--- config.mk ---
export PLATFORM = sky130hd
export DESIGN_NAME = tt_um_mac_multi
export DESIGN_NICKNAME = d
export VERILOG_FILES = /design/src/rtl/tt_um_mac_multi.sv
export SDC_FILE = /design/constraint.sdc
export NUM_CORES = 1
export LEC_CHECK = 0
export ABC_AREA = 1
export ABC_CLOCK_PERIOD_IN_PS = 16600
export BUFFER_PORTS_ARGS = -buffer_cell sky130_fd_sc_hd__buf_2
export CORE_UTILIZATION = 40
export CTS_BUF_LIST = sky130_fd_sc_hd__clkbuf_4 sky130_fd_sc_hd__clkbuf_8
export DETAILED_ROUTE_END_ITERATION = 7
export PLACE_DENSITY = 0.65
export SYNTH_ARGS = -nofsm -noshare
export SYNTH_HDL_FRONTEND = slang
export SYNTH_SLANG_ARGS = --single-unit
--- constraint.sdc ---
create_clock -name clk -period 16.6 [get_ports clk]
set_clock_uncertainty 0.15 [all_clocks]
set_input_delay 3.32 -clock clk [delete_from_list [all_inputs] [get_ports clk]]
set_output_delay 3.32 -clock clk [all_outputs]
set_load 0.05 [all_outputs]
--- src/rtl/tt_um_mac_multi.sv ---
// tt_um_mac_multi: CH independent multiply-accumulate channels behind the
// TinyTapeout user-module pins. Commands arrive one per cycle on uio_in.
// Stage 1 registers the decoded op and the product. Stage 2 commits to the
// accumulators or the readout snapshot. The snapshot is read byte-serially
// on uo_out.
module tt_um_mac_multi #(
  parameter int W     = 8,
  parameter int ACC_W = 20,
  parameter int CH    = 4
) (
  input  logic       clk,
  input  logic       rst_n,
  input  logic       ena,
  input  logic [7:0] ui_in,
  input  logic [7:0] uio_in,
  output logic [7:0] uo_out,
  output logic [7:0] uio_out,
  output logic [7:0] uio_oe
);

  localparam logic [3:0] CMD_LOAD_A    = 4'd1;
  localparam logic [3:0] CMD_MAC       = 4'd2;
  localparam logic [3:0] CMD_CLEAR     = 4'd3;
  localparam logic [3:0] CMD_READ      = 4'd4;
  localparam logic [3:0] CMD_NEXT      = 4'd5;
  localparam logic [3:0] CMD_SET_MODE  = 4'd6;
  localparam logic [3:0] CMD_CLEAR_ALL = 4'd7;

  // Only the ops that commit at stage 2 are carried down the pipeline.
  typedef enum logic [2:0] {
    OP_NOP     = 3'd0,
    OP_MAC     = 3'd1,
    OP_CLR     = 3'd2,
    OP_CLR_ALL = 3'd3,
    OP_READ    = 3'd4,
    OP_NEXT    = 3'd5
  } op_e;

  // Product of two W-bit operands, both sign- or zero-extended to 2W bits.
  // The low 2W bits of the extended product are exact in either mode.
  function automatic logic [2*W-1:0] mul_f(input logic [W-1:0] a,
                                           input logic [W-1:0] b,
                                           input logic         sgn);
    logic [2*W-1:0] a_ext;
    logic [2*W-1:0] b_ext;
    if (sgn) begin
      a_ext = {{W{a[W-1]}}, a};
      b_ext = {{W{b[W-1]}}, b};
    end else begin
      a_ext = {{W{1'b0}}, a};
      b_ext = {{W{1'b0}}, b};
    end
    return a_ext * b_ext;
  endfunction

  // Accumulate with overflow detection. Returns {overflow, new_acc}.
  // The sum is formed one bit wider than the accumulator, so the extra bit
  // tells which bound was crossed.
  function automatic logic [ACC_W:0] acc_add_f(input logic [ACC_W-1:0] acc,
                                               input logic [2*W-1:0]   prod,
                                               input logic             sgn,
                                               input logic             sat);
    logic [ACC_W-1:0] prod_ext;
    logic [ACC_W:0]   sum;
    logic [ACC_W-1:0] clamp;
    logic             ovf;
    prod_ext = ACC_W'(prod);
    if (sgn) begin
      for (int k = 2*W; k < ACC_W; k++) begin
        prod_ext[k] = prod[2*W-1];
      end
      sum = {acc[ACC_W-1], acc} + {prod_ext[ACC_W-1], prod_ext};
      ovf = sum[ACC_W] ^ sum[ACC_W-1];
      if (sum[ACC_W]) begin
        clamp = {1'b1, {(ACC_W-1){1'b0}}};
      end else begin
        clamp = {1'b0, {(ACC_W-1){1'b1}}};
      end
    end else begin
      sum   = {1'b0, acc} + {1'b0, prod_ext};
      ovf   = sum[ACC_W];
      clamp = {ACC_W{1'b1}};
    end
    if (ovf && sat) begin
      return {ovf, clamp};
    end else begin
      return {ovf, sum[ACC_W-1:0]};
    end
  endfunction

  logic [3:0]       cmd_s;
  logic [1:0]       ch_s;
  logic             ch_ok_s;
  logic [W-1:0]     b_s;
  op_e              op_next_s;
  logic             load_a_s;
  logic             set_mode_s;
  logic             unused_s;

  logic [W-1:0]     a_r;
  logic             signed_mode_r;
  logic             sat_mode_r;

  op_e              s1_op_r;
  logic [1:0]       s1_ch_r;
  logic [2*W-1:0]   s1_prod_r;
  logic             s1_signed_r;
  logic             s1_sat_r;

  logic [ACC_W-1:0] acc_r [CH];
  logic [CH-1:0]    ovf_r;
  logic [31:0]      snap_r;
  logic             snap_valid_r;
  logic             snap_ovf_r;

  logic [ACC_W-1:0] acc_sel_s;
  logic             ovf_sel_s;
  logic [ACC_W-1:0] mac_res_s;
  logic             mac_ovf_s;

  assign cmd_s    = uio_in[3:0];
  assign ch_s     = uio_in[5:4];
  assign b_s      = ui_in[W-1:0];
  assign ch_ok_s  = (32'(ch_s) < CH);
  assign unused_s = ^{uio_in[7:6], ui_in};

  // Decode the incoming command; deselected or out-of-range ops become NOP.
  always_comb begin
    op_next_s  = OP_NOP;
    load_a_s   = 1'b0;
    set_mode_s = 1'b0;
    if (ena) begin
      case (cmd_s)
        CMD_LOAD_A:    load_a_s   = 1'b1;
        CMD_SET_MODE:  set_mode_s = 1'b1;
        CMD_MAC:       op_next_s  = ch_ok_s ? OP_MAC  : OP_NOP;
        CMD_CLEAR:     op_next_s  = ch_ok_s ? OP_CLR  : OP_NOP;
        CMD_READ:      op_next_s  = ch_ok_s ? OP_READ : OP_NOP;
        CMD_NEXT:      op_next_s  = OP_NEXT;
        CMD_CLEAR_ALL: op_next_s  = OP_CLR_ALL;
        default:       op_next_s  = OP_NOP;
      endcase
    end else begin
      op_next_s = OP_NOP;
    end
  end

  // Operand A and mode bits update directly at the sampling edge.
  always_ff @(posedge clk or negedge rst_n) begin
    if (!rst_n) begin
      a_r           <= {W{1'b0}};
      signed_mode_r <= 1'b0;
      sat_mode_r    <= 1'b0;
    end else begin
      if (load_a_s) begin
        a_r <= b_s;
      end
      if (set_mode_s) begin
        signed_mode_r <= ui_in[0];
        sat_mode_r    <= ui_in[1];
      end
    end
  end

  // Stage 1: capture the op, its channel, the product and the mode in force.
  always_ff @(posedge clk or negedge rst_n) begin
    if (!rst_n) begin
      s1_op_r     <= OP_NOP;
      s1_ch_r     <= 2'd0;
      s1_prod_r   <= {(2*W){1'b0}};
      s1_signed_r <= 1'b0;
      s1_sat_r    <= 1'b0;
    end else begin
      s1_op_r     <= op_next_s;
      s1_ch_r     <= ch_s;
      s1_prod_r   <= mul_f(a_r, b_s, signed_mode_r);
      s1_signed_r <= signed_mode_r;
      s1_sat_r    <= sat_mode_r;
    end
  end

  // Stage 2 operand select reads the live accumulator, so back-to-back ops
  // on one channel see each other without forwarding.
  always_comb begin
    acc_sel_s = {ACC_W{1'b0}};
    ovf_sel_s = 1'b0;
    for (int i = 0; i < CH; i++) begin
      if (s1_ch_r == 2'(i)) begin
        acc_sel_s = acc_r[i];
        ovf_sel_s = ovf_r[i];
      end else begin
      end
    end
    {mac_ovf_s, mac_res_s} = acc_add_f(acc_sel_s, s1_prod_r, s1_signed_r, s1_sat_r);
  end

  // Stage 2: commit MAC / CLEAR / CLEAR_ALL to the accumulator bank.
  always_ff @(posedge clk or negedge rst_n) begin
    if (!rst_n) begin
      for (int i = 0; i < CH; i++) begin
        acc_r[i] <= {ACC_W{1'b0}};
      end
      ovf_r <= {CH{1'b0}};
    end else begin
      case (s1_op_r)
        OP_MAC: begin
          for (int i = 0; i < CH; i++) begin
            if (s1_ch_r == 2'(i)) begin
              acc_r[i] <= mac_res_s;
              if (mac_ovf_s) begin
                ovf_r[i] <= 1'b1;
              end
            end
          end
        end
        OP_CLR: begin
          for (int i = 0; i < CH; i++) begin
            if (s1_ch_r == 2'(i)) begin
              acc_r[i] <= {ACC_W{1'b0}};
              ovf_r[i] <= 1'b0;
            end
          end
        end
        OP_CLR_ALL: begin
          for (int i = 0; i < CH; i++) begin
            acc_r[i] <= {ACC_W{1'b0}};
          end
          ovf_r <= {CH{1'b0}};
        end
        default: begin
        end
      endcase
    end
  end

  // Stage 2: load or shift the readout snapshot.
  always_ff @(posedge clk or negedge rst_n) begin
    if (!rst_n) begin
      snap_r       <= 32'd0;
      snap_valid_r <= 1'b0;
      snap_ovf_r   <= 1'b0;
    end else begin
      case (s1_op_r)
        OP_READ: begin
          snap_r       <= 32'(acc_sel_s);
          snap_ovf_r   <= ovf_sel_s;
          snap_valid_r <= 1'b1;
        end
        OP_NEXT: begin
          if (snap_valid_r) begin
            snap_r <= {8'd0, snap_r[31:8]};
          end
        end
        default: begin
        end
      endcase
    end
  end

  assign uo_out  = snap_r[7:0];
  assign uio_out = {snap_valid_r, snap_ovf_r, 6'd0};
  assign uio_oe  = 8'hC0;

endmodule

==> results.yml, run 1 <==
placement:
  portBuffers: 26
  post-place-cells: 1807
  dpl_worst_slack_ns: 8.01
  gp_congestion: 0.868
  hpwl_um: 19800
  place_area_um2: 11500
timing:
  fmax_mhz: 123
  tightest_slew_ns: 1.21
  tns_ns: 0
  rsz0062_at_grt: "false"
  min_period_ns: 8.12
  finalSetupViolCount: 0
  hold_violations: 0
  slew-limit-headroom_pct: 19.5
  period_share_pct: 48.9
  layout_setup_ws_ns: 8.48
  hold_slack_ns: 0.243
  slew_viol_final: 0
finish:
  fillers: 2826
  layout_commonest_cell: "nand2_1"
  final_util_pct: 42.8
  syn_to_final_growth_pct: 5.33
  regArea_um2: 3480
  antenna_cells: 0
  multi_input_area_um2: 6390
  final_cell_area_um2: 11900
  finalNetCount: 1611
  fin_cells: 1839
  final_cell_mix: "nand2_1 (442), inv_1 (258), dfrtp_1 (139)"
  drive_above_1_share_pct: 7.73
pwr:
  netSwitchingFraction_pct: 51.3
  p_switching_mw: 1.30
  combPwrFrac_pct: 65.8
  p_seq_share_pct: 22.9
  clkPwrFrac_pct: 11.3
  vdd_drop_max_uv: 108
  internal_power_mw: 1.24
  power_density_nw_per_um2: 213
  p_leak_nw: 6.63
  finalPower_mw: 2.54
cts:
  cts_resized: 0
  cts_tree: "done"
  htreeDepth: 4
  clk_pin_slew_worst_paths_ns: 0.09
  cts_hold_buffers: 0
  cts_buffers: 17
  clk_latency_ns: 0.47
  post_cts_buffers: 0
  ctsLongestPathBuffers: 2
  numClockSinks: 139
  ctsRootBufferMaster: "clkbuf_8"
setup_path:
  crit_path_end_kind: "register"
  cp_data_required_time_ns: 16.81
  r2r_setup_slack_ns: 10.65
  crit_fanout: 9
  worstPathArrival_ns: 8.33
  worstSetupPathType: "input pin to register"
  cp-start-kind: "input pin"
synthesis:
  synthArstFlopShare_pct: 100
  yosys.area.top_type: "dfrtp_1"
  ys_types: 43
  syn_area_um2: 11300
  synth_seq_cells: 139
  synth.area.top_cells: "dfrtp_1 (31%), nand2_1 (15%), fa_1 (12%)"
  synth_edf_count: 0
  yosysTopAreaCellShare_pct: 30.7
  ys_warn_count: 0
  synth_seq_area_share_pct: 30.7
  synth.avg_cell_area_um2: 7.69
  synthFlopType: "dfrtp_1"
  syn_inst: 1473
drt:
  routed_wl_um: 27700
  wire_per_inst_um: 15.0
  drc: 0
  first_iter_violations: 702
  avgViaCountPerCell: 5.01
  dr.pass1.iters: 5
  vias: 9208
  detail-route-antenna-nets: 0
worst_hold_path:
  worstHoldPathType: "register to register"
die:
  die_area_um2: 29000
  die_h_um: 170
  die_x_um: 170
  coreArea_um2: 27900
  initial_utilization_pct: 40.7
  ios: 43
  num_rows: 61
global_routing:
  antenna_found_initial: 0
  grt_use_total_pct: 20.4
  grt_max_degree: 81
  grt_pass1_vias: 9193
  overflow: 0
  grt_first_pass_wirelength_um: 46400
job:
  maxCapViolCount: 0
outcome:
  status: "finished, final reports clean"
worst paths after layout:
kind                                        start                      end  cells past startpoint
setup / recovery                         ui_in[1]  s1_prod_r[15]$_DFF_PN0_                     27
hold / removal             sat_mode_r$_DFFE_PN0P_       s1_sat_r$_DFF_PN0_                      0
setup reg to reg               a_r[7]$_DFFE_PN0P_  s1_prod_r[15]$_DFF_PN0_                     27
hold reg to reg            sat_mode_r$_DFFE_PN0P_       s1_sat_r$_DFF_PN0_                      0
max in group asynchronous                   rst_n    acc_r[57]$_DFFE_PN0P_                      2
min in group asynchronous                   rst_n     acc_r[5]$_DFFE_PN0P_                      1
per-layer routing:
metal	routed length (µm)	vias up	global-route usage, %
met3	1410	25	2.88
met4	434	0	5.01
met5	0	-	0
li1	-	4519	-
met2	12600	240	32.9
met1	13200	4424	28.6
worst max-delay path, stage by stage:
cell      delay [ns]
buf_2           0.20
inv_1           0.16
nor2_1          0.29
fa_1            0.47
inv_1           0.09
fa_1            0.40
inv_1           0.07
ha_1            0.13
inv_1           0.05
fa_1            0.50
inv_1           0.06
fa_1            0.53
inv_1           0.05
fa_1            0.47
inv_1           0.04
ha_1            0.34
nand2_1         0.08
o21ai_0         0.17
a21oi_1         0.10
o31ai_1         0.28
nand2_1         0.08
inv_1           0.08
nor2_1          0.05
o21bai_1        0.17
inv_1           0.06
nand2_1         0.06
nand2_1         0.04
Yosys cell counts (all sizes together) (7+ instances only):
master	count
o22ai	7
nand2	467
xor2	23
inv	265
buf	51
nor2	59
nand4	88
a21oi	38
xnor2	17
ha	75
dfrtp	139
a31oi	14
nand3	34
fa	69
o21ai	52
clkbuf	38
a221oi	8
power groups by stage:
| stage | Clock (mW) | Combinational [mW] | Sequential [mW] |
|---|---|---|---|
| 2_1_floorplan | 0 | 1.37 | 0.549 |
| 3_3_place_gp | 0 | 1.64 | 0.586 |
| 3_5_place_dp | 0 | 1.67 | 0.588 |
| 4_1_cts | 0.294 | 1.68 | 0.582 |
| 5_1_grt | 0.309 | 1.95 | 0.600 |
| 6_report | 0.288 | 1.67 | 0.583 |
registers in the layout, indices dropped and copies added, names as in the netlist, 2 cells and up:
| signal | cells |
|---|---|
| ovf_r | 4 |
| s1_op_r | 3 |
| acc_r | 80 |
| a_r | 8 |
| snap_r | 20 |
| s1_prod_r | 16 |
| s1_ch_r | 2 |
area by class of cell:
type	count	share of cell area, %
well taps	378	3.96
multi-input cells	992	53.6
clock buffers	17	1.96
repair buffers	33	1.58
inverters	265	8.35
clock inverters	15	1.43
flip-flops and latches	139	29.1
cell families after synthesis:
family,share of synthesized area (%)
adder cells (fa/ha/maj),20.5
buffers and inverters,13.3
flip-flops,30.7
XOR/XNOR,3.09
other,0.0663
AO/OA/AOI/OAI,6.76
multiplexers,0.397
AND/OR/NAND/NOR,25.2
(Power assumes the default switching activity.)
==> inputs of run 2 (changes only) <==
Settings changed: ABC_AREA 1 to 0, ABC_CLOCK_PERIOD_IN_PS 16600 to 8100.
Clock period 16.6 ns to 8.1 ns, I/O delays scaled along.
==> results.yml, run 2 <==
outcome:
  status: "finished, final reports clean"
finish:
  largest_register: "acc_r"
  final_cell_area_um2: 11600
  drive_above_1_share_pct: 11.5
  syn_to_final_growth_pct: 5.97
  reg_top3: "acc_r (80), snap_r (20), s1_prod_r (16)"
  final_cell_mix: "dfrtp_1 (139), inv_1 (122), nand2_1 (89)"
  finalNetCount: 1255
  layout_commonest_cell: "dfrtp_1"
  largest_reg_flops: 80
  antenna_cells: 0
setup_path:
  crit_fanout: 10
  worstSetupPathType: "input pin to register"
  worstPathArrival_ns: 6.41
  cp-start-kind: "input pin"
  cp_data_required_time_ns: 8.31
  crit_path_end_kind: "register"
synthesis:
  yosysMostFrequentCell: "dfrtp_1"
  synthXorXnorAreaFrac_pct: 4.41
  synth_compound_area_share_pct: 15.1
  synth.avg_cell_area_um2: 9.89
  ys_types: 60
  synth_fa_ha_area_share_pct: 21.2
  synth.top_cells.by_count: "dfrtp_1 (139), inv_1 (122), nand2_1 (89), ha_1 (75), o21ai_0 (73)"
  yosysTopAreaCellShare_pct: 31.8
  muxShareOfSynthArea_pct: 6.93
  ys_warn_count: 0
  synth_seq_cells: 139
  synthSimpleGateAreaFrac_pct: 12.5
  synthFlopType: "dfrtp_1"
  syn_area_um2: 10900
  syn_inst: 1105
  synth_top_family_by_area: "adder cells"
  synth.area.top_cells: "dfrtp_1 (32%), fa_1 (13%), ha_1 (8.6%)"
  yosys.area.top_type: "dfrtp_1"
  synthArstFlopShare_pct: 100
  synth_seq_area_share_pct: 31.8
  synth_edf_count: 0
drt:
  wire_per_inst_um: 16.4
  drc: 0
  first_iter_violations: 438
  routed_wl_um: 23800
  detail-route-antenna-nets: 0
  vias: 7745
  dr.pass1.iters: 5
  avgViaCountPerCell: 5.36
die:
  die_area_um2: 28000
  num_rows: 60
  coreArea_um2: 26900
  ios: 43
  initial_utilization_pct: 40.7
  die_x_um: 167
  die_h_um: 167
timing:
  hold_slack_ns: 0.227
  slew_viol_final: 0
  tightest_slew_ns: 1.23
  rsz0062_at_grt: "false"
  min_period_ns: 6.20
  tns_ns: 0
  fmax_mhz: 161
  period_share_pct: 76.5
  finalSetupViolCount: 0
  slew-limit-headroom_pct: 17.8
  hold_violations: 0
cts:
  cts_hold_buffers: 0
  ctsLongestPathBuffers: 2
  clk_latency_ns: 0.46
  htreeDepth: 4
  ctsRootBufferMaster: "clkbuf_8"
  cts_buffers: 17
  cts_tree: "done"
  post_cts_buffers: 0
  clk_pin_slew_worst_paths_ns: 0.07
  cts_resized: 0
  numClockSinks: 139
global_routing:
  grt_use_total_pct: 17.9
  grt_max_degree: 78
  grt_first_pass_wirelength_um: 39800
  overflow: 0
  grt_pass1_vias: 7822
  antenna_found_initial: 0
placement:
  gp_congestion: 0.838
  place_area_um2: 11200
  portBuffers: 26
  hpwl_um: 17600
worst_hold_path:
  worstHoldPathType: "register to register"
job:
  maxCapViolCount: 0
## run 2: layer usage
metal / share of wire (%) / track usage, %
met1: 46 / 23.8
met2: 48 / 29.4
met3: 4.6 / 3.76
met4: 1.6 / 5.19
met5: 0 / 0
## run 2: cells by family after synthesis
kind of cell / after synthesis
adders and majority gates: 144
AOI/OAI and AO/OA: 233
xor gates and xnor gates: 55
buffers and inverters: 201
and+or+nand+nor: 283
DFF: 139
muxes: 48
other: 2
## run 2: worst paths after layout
check / startpoint / endpoint / slack [ns] / cells after the start
max: ui_in[4] / s1_prod_r[15]$_DFF_PN0_ / 1.90 / 19
max in group asynchronous: rst_n / s1_prod_r[1]$_DFF_PN0_ / 5.45 / 2
min in group asynchronous: rst_n / snap_r[3]$_DFFE_PN0P_ / 0.96 / 1
max reg2reg: signed_mode_r$_DFFE_PN0P_ / s1_prod_r[15]$_DFF_PN0_ / 2.61 / 17
min: sat_mode_r$_DFFE_PN0P_ / s1_sat_r$_DFF_PN0_ / 0.23 / 0
min reg2reg: sat_mode_r$_DFFE_PN0P_ / s1_sat_r$_DFF_PN0_ / 0.23 / 0
## run 2: area by class of cell
type | count | area (µm²)
Clock inverter | 12 | 115
Fill cell | 2595 | 15300
Inverter | 122 | 458
Clock buffer | 20 | 256
Multi-Input combinational cell | 777 | 6640
Timing Repair Buffer | 35 | 204
Tap cell | 341 | 427
Sequential cell | 139 | 3480
## run 2: metrics by stage
stage	utilization (%)	setup WS, ns	std cells
floorplan	-	1.76	1117
global placement	41.7	1.49	1414
detailed placement	41.7	1.41	1414
CTS	43.1	1.89	1446
global route	43.1	1.59	1446
finish	43.1	1.90	1446
## run 2: worst max-delay path, cell delays in order
cell and delay [ns]:
buf_2 0.16, and2_1 0.19, fa_1 0.53, inv_1 0.05
fa_1 0.50, inv_1 0.06, fa_1 0.50, inv_1 0.05
fa_1 0.52, inv_1 0.05, fa_1 0.47, inv_1 0.04
fa_1 0.47, inv_1 0.04, ha_1 0.32, o21ai_0 0.16
a21oi_1 0.08, o41ai_1 0.40, xnor2_1 0.18
Power of run 2 is not shown: default switching activity piles up to over one toggle a cycle in this logic, so the estimate is an artifact.
==> inputs of run 3 (changes only) <==
Settings changed: ABC_CLOCK_PERIOD_IN_PS 8100 to 6100.
Clock period 8.1 ns to 6.1 ns, I/O delays scaled along.
==> results.yml, run 3 (same netlist as run 2, synthesis figures left out) <==
setup_path:
  cp_data_required_time_ns: 6.32
  worstSetupPathType: "input pin to register"
  reg2regPathDepth: 18
  crit_start: "ui_in[4]"
  cp_slowest_stage_delay_ns: 0.53
  timing.critical_path.to: "s1_prod_r[15]$_DFF_PN0_"
  worstPathArrival_ns: 5.90
  cp_cell_sequence: "buf_2 > and2_1 > fa_1 > inv_1 > fa_1 > inv_1 > fa_1 > inv_1 > fa_1 > inv_1 > fa_1 > inv_1 > fa_1 > inv_1 > ha_1 > o21ai_0 > a21oi_1 > o41ai_1 > xnor2_1"
  slowest_stage: "fa_1"
  r2r_setup_slack_ns: 0.67
  worstReg2RegEnd: "s1_prod_r[15]$_DFF_PN0_"
  cp-start-kind: "input pin"
  crit_fanout: 4
  rr_startpoint: "a_r[7]$_DFFE_PN0P_"
  crit_path_end_kind: "register"
finish:
  drive_above_1_share_pct: 13.4
  fillers: 2607
  finalNetCount: 1279
  reg_top3: "acc_r (80), snap_r (20), s1_prod_r (16)"
  layout_commonest_cell: "dfrtp_1"
  antenna_cells: 0
  largest_reg_flops: 80
  final_cell_mix: "dfrtp_1 (139), inv_1 (122), nand2_1 (89)"
  largest_register: "acc_r"
  syn_to_final_growth_pct: 7.56
die:
  die_area_um2: 28000
  initial_utilization_pct: 40.7
  die_h_um: 167
  coreArea_um2: 26900
  die_x_um: 167
  num_rows: 60
  ios: 43
global_routing:
  grt_use_total_pct: 18.6
  grt_max_degree: 89
  grt_pass1_vias: 7880
  overflow: 0
  grt_first_pass_wirelength_um: 41000
  antenna_found_initial: 0
worst_hold_path:
  worstHoldPathType: "register to register"
  holdPathStages: 0
  min_from: "sat_mode_r$_DFFE_PN0P_"
cts:
  clk_pin_slew_worst_paths_ns: 0.08
  cts_tree: "done"
  numClockSinks: 139
  htreeDepth: 4
  ctsRootBufferMaster: "clkbuf_8"
  cts_buffers: 17
  post_cts_buffers: 0
  clk_latency_ns: 0.48
  cts_resized: 0
  cts_hold_buffers: 0
  ctsLongestPathBuffers: 2
timing:
  finalSetupViolCount: 0
  tightest_slew_ns: 1.17
  min_period_ns: 5.68
  hold_violations: 0
  tns_ns: 0
  fmax_mhz: 176
  slew-limit-headroom_pct: 22.0
  period_share_pct: 93.1
  slew_viol_final: 0
  rsz0062_at_grt: "false"
drt:
  vias: 7856
  avgViaCountPerCell: 5.34
  first_iter_violations: 507
  wire_per_inst_um: 16.5
  drc: 0
  detail-route-antenna-nets: 0
  routed_wl_um: 24300
  dr.pass1.iters: 4
placement:
  hpwl_um: 18300
  gp_congestion: 0.861
  portBuffers: 26
outcome:
  status: "finished, final reports clean"
job:
  maxCapViolCount: 0
==> run 3: area by class of cell <==
cell class / instances / area (µm²) / area share (%)
multi-input combinational: 777 / 6640 / 56.5
sequential: 139 / 3480 / 29.6
inverter: 122 / 458 / 3.90
tap: 341 / 427 / 3.63
timing repair buffer: 59 / 384 / 3.27
clock buffer: 18 / 241 / 2.05
clock inverter: 14 / 124 / 1.05
==> run 3: layer usage <==
layer | wire length [µm] | track usage, % | vias to the layer above | share of wire (%)
li1 | - | - | 3739 | -
met1 | 11000 | 24.7 | 3910 | 45
met2 | 11700 | 30.9 | 179 | 48
met3 | 1120 | 3.10 | 28 | 4.6
met4 | 461 | 6.18 | 0 | 1.9
met5 | 0 | 0 | - | 0
==> run 3: critical path: cells and delay by family <==
family	cells	cell delay, ns
compound gates	3	0.56
xor+xnor	1	0.18
fa+ha+maj	7	3.33
simple gates	1	0.16
buf+inv	7	0.42
==> run 3: how the worst min path moves through the flow <==
| stage | endpoint | slack (ns) |
|---|---|---|
| after global routing | s1_sat_r$_DFF_PN0_ | 0.25 |
| after global placement | s1_sat_r$_DFF_PN0_ | 0.20 |
| after floorplan | s1_sat_r$_DFF_PN0_ | 0.20 |
| after CTS | s1_sat_r$_DFF_PN0_ | 0.23 |
| after detailed placement | s1_sat_r$_DFF_PN0_ | 0.21 |
| final | s1_sat_r$_DFF_PN0_ | 0.23 |
==> run 3: stage by stage <==
step	hold WS, ns	area, µm²	std cells	setup slack [ns]	util (%)
detailed placement	0.215	11400	1438	-0.0852	42.4
global placement	0.204	11400	1438	-0.0130	42.4
CTS	0.233	11800	1470	0.404	43.7
global route	0.250	11800	1470	0.189	43.7
floorplan	0.199	11000	1117	0.164	-
finish	0.230	11800	1470	0.423	43.7
Power of run 3 is left out for the same reason.
